## src/rtl/stream_mux_rr.sv

```systemverilog
// stream_mux_rr: selects one of CHANNELS valid/ready streams, by external sel or round-robin, into a one-entry output register.
// Latency: a word accepted at edge N is presented with out_valid=1 from cycle N+1; sustains one word per cycle.
// Backpressure: while a held word sees out_ready=0, the register freezes and every in_ready stays low.
// Ports: clk, rst_n (async active-low); in_data/in_valid/in_ready are the per-channel input streams
//        (channel i at in_data[i*WIDTH +: WIDTH]); sel picks the channel when RR=0;
//        out_data/out_chan/out_valid/out_ready form the registered output stream.
module stream_mux_rr #(
  parameter int WIDTH    = 4,
  parameter int CHANNELS = 4,
  parameter int SEL_W    = 2,
  parameter int RR       = 0
) (
  input  logic                      clk,
  input  logic                      rst_n,
  input  logic [CHANNELS*WIDTH-1:0] in_data,
  input  logic [CHANNELS-1:0]       in_valid,
  output logic [CHANNELS-1:0]       in_ready,
  input  logic [SEL_W-1:0]          sel,
  output logic [WIDTH-1:0]          out_data,
  output logic [SEL_W-1:0]          out_chan,
  output logic                      out_valid,
  input  logic                      out_ready
);

  localparam int               NSEL    = 1 << SEL_W;
  localparam logic [SEL_W:0]   CH_CNT  = (SEL_W+1)'(CHANNELS);
  localparam logic [SEL_W-1:0] LAST_CH = SEL_W'(CHANNELS - 1);

  logic [NSEL-1:0]  valid_ext;
  logic [SEL_W-1:0] rr_ptr;
  logic [SEL_W-1:0] grant;
  logic [SEL_W-1:0] rr_idx;
  logic [SEL_W:0]   rr_sum;
  logic             grant_valid;
  logic             load_en;
  logic             xfer;
  logic [WIDTH-1:0] grant_data;

  // Valid vector widened to the full select range; the padding bits are zero,
  // so any select value at or above CHANNELS can never produce a grant.
  assign valid_ext = NSEL'(in_valid);

  // The register can take a new word when it is empty or its word leaves this cycle.
  assign load_en = !out_valid || out_ready;
  assign xfer    = load_en && grant_valid;

  always_comb begin
    grant       = '0;
    grant_valid = 1'b0;
    rr_sum      = '0;
    rr_idx      = '0;
    if (RR == 0) begin
      grant       = sel;
      grant_valid = valid_ext[sel];
    end else begin
      // Walk the search order from its far end back to rr_ptr, so the last
      // hit recorded is the valid channel closest to rr_ptr.
      for (int k = CHANNELS - 1; k >= 0; k--) begin
        rr_sum = {1'b0, rr_ptr} + (SEL_W+1)'(k);
        if (rr_sum >= CH_CNT) begin
          rr_sum = rr_sum - CH_CNT;
        end
        rr_idx = rr_sum[SEL_W-1:0];
        if (valid_ext[rr_idx]) begin
          grant       = rr_idx;
          grant_valid = 1'b1;
        end
      end
    end
  end

  always_comb begin
    grant_data = '0;
    for (int i = 0; i < CHANNELS; i++) begin
      if (grant == SEL_W'(i)) begin
        grant_data = in_data[i*WIDTH +: WIDTH];
      end
    end
  end

  // Ready is driven only toward the granted channel, and never during reset.
  always_comb begin
    in_ready = '0;
    for (int i = 0; i < CHANNELS; i++) begin
      in_ready[i] = rst_n && xfer && (grant == SEL_W'(i));
    end
  end

  always_ff @(posedge clk or negedge rst_n) begin
    if (!rst_n) begin
      out_valid <= 1'b0;
      out_data  <= '0;
      out_chan  <= '0;
      rr_ptr    <= '0;
    end else if (load_en) begin
      if (grant_valid) begin
        out_valid <= 1'b1;
        out_data  <= grant_data;
        out_chan  <= grant;
        if (RR != 0) begin
          rr_ptr <= (grant == LAST_CH) ? '0 : grant + SEL_W'(1);
        end
      end else begin
        // Nothing to load: drain, keeping the last data/channel visible.
        out_valid <= 1'b0;
      end
    end
  end

endmodule

```

## config.mk

```make
export PLATFORM = sky130hd
export DESIGN_NAME = stream_mux_rr
export DESIGN_NICKNAME = d
export VERILOG_FILES = /design/src/rtl/stream_mux_rr.sv
export SDC_FILE = /design/constraint.sdc
export NUM_CORES = 1
export LEC_CHECK = 0
export ABC_AREA = 1
export BUFFER_PORTS_ARGS = -buffer_cell sky130_fd_sc_hd__clkbuf_2
export CAP_MARGIN = 20
export CORE_MARGIN = 2
export CORE_UTILIZATION = 41
export DETAILED_ROUTE_END_ITERATION = 8
export PLACE_DENSITY = 0.74
export SETUP_SLACK_MARGIN = 0.05
export SLEW_MARGIN = 20
export SYNTH_ARGS = -nofsm -noshare
export SYNTH_HDL_FRONTEND = slang
export SYNTH_SLANG_ARGS = --single-unit
export TNS_END_PERCENT = 20
```

## constraint.sdc

```tcl
create_clock -name clk -period 1.85 [get_ports clk]
set_input_delay 0.555 -clock clk [delete_from_list [all_inputs] [get_ports clk]]
set_output_delay 0.555 -clock clk [all_outputs]
set_load 0.01 [all_outputs]
```

After elaboration in Yosys (flattened, before gate mapping)
Cells that the tools add are included.
Word-level totals
  bits in registers: 7
  bits of input ports: 25
Cells by class
  muxes and demuxes: 7
  reduce and logical (&&, ||, !) cells: 10
  order comparisons: 1
  equal/unequal tests: 3
Operator list (number)
  4-bit 2-to-1 mux: 4
  1-bit logical AND: 6
  2-bit equality test, second input constant: 2
  2-bit by 3-bit < comparator with 1-bit output, second input constant: 1
  1-bit binary-select mux with 2-bit select: 1
  2-bit by 1-bit equality test with 1-bit output, second input constant: 1
  2-bit zero test: 1
  1-bit 2-to-1 mux: 2
  2-bit AND reduction: 1
  1-bit zero test: 1
  1-bit logical OR: 1

Longest topological paths before layout
  depth in word-level cells: 5
  depth in mapped cells: 8
  depth with buffers taken out: 8

Worst setup path before layout
No wires, ideal clock.
  kind: input -> output
  from: in sel[0]
  to: out in_ready[0]
  required time: 1295 ps
  arrival: 1169 ps
  stages: 7
  slack: 126 ps
  cell sequence: buf_6 nand2_2 nand2_1 nand2_2 nand2_4 nand3_4 nor2_2
On the way
  longest elaborated chain between the ends: 5
RTL lines
  start, declared: line 18  | input logic [SEL_W-1:0] sel,
  1-bit binary-select mux with 2-bit select: line 54  | grant_valid = valid_ext[sel];
  1-bit 2-to-1 mux (implied by the code): line 54
  1-bit logical AND: line 45  | assign xfer = load_en && grant_valid;
  1-bit logical AND: line 85  | in_ready[i] = rst_n && xfer && (grant == SEL_W'(i));
  1-bit logical AND *: line 85
  end, declared: line 17  | output logic [CHANNELS-1:0] in_ready,
Mark *: on every way between the ends. The rest lies on a longest branch, timed or not. The select of a mux whose other input is x is not followed.

Worst setup path in the final report
Ends and elaborated chain as after synthesis.

==> impl_summary.md <==
STA
The clock skew after layout is 5.18 ps. The worst slack on hold paths is 257 ps. Setup repair after global routing could not meet its margin everywhere. In this run the tightest slew margin relative to its limit is 0.887. The share of the cycle needed by the critical path after routing is 1.01. For this run, the top clock speed supported by timing is 0.538 GHz. After layout, the minimum clock period comes to 1860 ps. The total negative slack is -23.9 ps. The count of final max-slew check failures is 0. For the pin with the worst max-slew slack, the measured transition is 170 ps. The final-report setup violation count is 3.

The final worst-path setup slack is -9.44 ps. The number of failing hold endpoints at the final stage is 0.

Setup path
Along the worst path, the maximum fanout reaches 5. The biggest cell delay along the critical path is 140 ps. The worst endpoint required time is 1290 ps. The depth of the worst register-to-register path is 7. Tracing the worst setup path back leads to its startpoint at sel[0]. The cell family with the largest share of critical-path delay is simple AND/OR/NAND/NOR gates. The signal on the critical path passes through clkbuf_16, inv_8, nand2_4, nand2_2, nand2_2, nand2_4, nand3_4, nor2_2, buf_2. For flop-to-flop paths, the worst setup slack is 830 ps. The type of the worst setup path is in -> out. The slowest cell on the critical path is clkbuf_16.

The endpoint identified for the worst register-to-register timing path is out_data[3]. The critical path startpoint category is an input port. The launch point of the worst reg-to-reg path is out_valid.

The nature of the critical path endpoint is a primary output. For the worst setup path, the data arrival time is 1300 ps. The count of buffering cells on the critical path with inverters included is 3.

Global route
Entering global routing, the biggest net connects 8 pins. The first global-routing pass estimated 2.73 mm of wire. In the global route stage, overall resource usage came out at 0.202. The number of antenna violations at the first check in global routing came to 0. Global routing finished with a remaining overflow of 0. The via count of the first global-routing pass is 674.

Drt
Dividing the detail-routed via count by the number of cells gives 4.57. The post-detailed-routing wire length is 1.50 mm. For this run, design rule violations remaining after detail routing come to 0.

The number of nets with antenna violations after routing is 0. The first routing iteration left 5 violations. The pre-antenna-repair detailed-routing pass consisted of 4 iterations. In the final routed layout, each cell accounts on average for 10.1 µm. The detailed-route via count is 681.

Placement
Detailed placement finished with a half-perimeter wire length of 1.30 mm. During placement, the flow inserted port buffers numbering 35. In this run, placement finished with an instance count of 144.

The placer's final routability congestion estimate is 0.781. The placed instances occupy a cell area of 847 µm².

Floorplan
Measured along the y axis, the die boundary spans 41.8 µm. The die is 41.8 µm wide. The number of top-level pins is 36. The core area is 0.00132 mm². The initial cell density of the core is 0.444.

The row count is 13. The floorplan step defined a die boundary enclosing 0.00175 mm².

Synthesis
After synthesis, the most frequently instantiated cells are nand2_1, nand3_1, dfrtp_1, inv_1, nor2_2. The count of different cell masters after synthesis is 14. The dominant cell by count in the synthesized netlist is nand2_1. For this run, the register share of the synthesized area comes to 0.299. The yosys synthesis warning count is 0.

Counting flops and latches in the post-synthesis netlist gives 7. By area the synthesized netlist is led by dfrtp_1, nand2_1, nand3_1. The synthesized instance count is 84. The average instance area after synthesis is 6.97 µm². The net count of the mapped netlist is 109. The top-area cell type share of the netlist area is 0.299.

The synthesized design spends more area on one cell type than any other, namely dfrtp_1. Summing every instance area after synthesis gives 586 µm². The count of flip-flops with a built-in enable after synthesis is 0. Of all flip-flops after synthesis, the portion carrying an async set or reset was 1.00. Among all flip-flop cells after synthesis, the most frequent one is dfrtp_1.

Clock tree
The TritonCTS sink count is 7. The clock tree from TritonCTS is built. Buffers inserted during clock tree synthesis total 3.

No sink is reached through more buffers than the 2 on the longest clock path. Clock tree synthesis selected as its root buffer the cell clkbuf_4. The number of hold buffers added after CTS was 0. CTS built an H-tree with a depth of 1. Clock-pin slew was measured on the worst setup and hold paths at 50 ps. The clock latency on the worst-skew pair is 250 ps.

Final layout
The final instance area is 938 µm². Compared with the post-synthesis result, the final layout area differs by 60.3%. The filler cell count is 120. The number of inserted diodes is 0. The final cell count without fillers is 149. For this run, the post-layout net count is 160. The ratio of cells with drive above 1 in the final layout is 0.545.

Hold path
The class of the worst hold path is in -> async.

Status
The checks that failed: negative setup slack. The run finished, with violations left.

Power and ir drop
The static leakage power is 0.545 nW. The worst-case vdd ir drop is 0.226 mV. The power density over the cells is 607 mW/mm².

Job
The number of max-cap violations is 0.
==> what timing repair did <==
action                     4_1_cts  5_1_grt
resized for setup               11        7
setup endpoints to repair        4        4
setup buffers                    1        0
pin swaps                        5        1
==> stage by stage <==
step / utilization / setup slack, ps / total power, mW
after floorplan: - / 126 / 0.322
after global placement: 0.643 / -95.4 / 0.415
after detailed placement: 0.643 / -124 / 0.422
after CTS: 0.702 / -35.4 / 0.573
after global routing: 0.712 / -66.6 / 0.614
final: 0.712 / -9.44 / 0.570
==> cell usage in the layout (no fill, tap or decap), drive strengths merged <==
master / count
buf: 17
clkbuf: 35
dfrtp: 7
inv: 8
nand2: 43
nand3: 10
nand4: 4
nor2: 10
==> power breakdown <==
| part | leakage [nW] | internal (mW) | switching (mW) |
|---|---|---|---|
| Clock | 0.0150 | 0.0822 | 0.0546 |
| Combinational | 0.445 | 0.107 | 0.124 |
| Sequential | 0.0859 | 0.186 | 0.0160 |
| Total | 0.545 | 0.375 | 0.194 |
==> cell type report <==
cell class | instances | area [µm²] | area share
Clock buffer | 4 | 26.3 | 0.0280
Sequential cell | 7 | 175 | 0.187
Multi-Input combinational cell | 67 | 378 | 0.403
Timing Repair Buffer | 48 | 303 | 0.323
Inverter | 8 | 37.5 | 0.0400
Tap cell | 15 | 18.8 | 0.0200
==> worst max path at each step <==
stage	depth (start not counted)	slack (ps)	endpoint
after detailed placement	9	-120	in_ready[2]
after global placement	9	-100	in_ready[2]
after CTS	9	-40	in_ready[2]
after floorplan	7	130	in_ready[0]
after global routing	9	-70	in_ready[1]
final	9	-9	in_ready[0]
==> per-layer routing <==
| layer | global-route usage | part of all wire | vias to the layer above |
|---|---|---|---|
| li1 | - | - | 362 |
| met1 | 0.239 | 0.43 | 284 |
| met2 | 0.353 | 0.48 | 31 |
| met3 | 0.0304 | 0.071 | 4 |
| met4 | 0.0968 | 0.019 | 0 |
| met5 | 0 | 0 | - |
==> cell families after synthesis <==
logic type | count (synthesis) | synth area share
flops | 7 | 0.299
simple gates | 67 | 0.611
buf+inv | 10 | 0.0897
==> worst reg2reg max path: stages, from the launching register on <==
cell	delay, ps
dfrtp_1	370
inv_1	60
nor2_2	40
inv_1	100
buf_4	150
nand2_4	70
nand2_1	60
nand2_1	50
==> sequential cells by signal, summed over array words and instances (netlist names) <==
signal and cells:
out_data 4, out_chan 2, out_valid 1
Power figures use the tool's default switching activity.
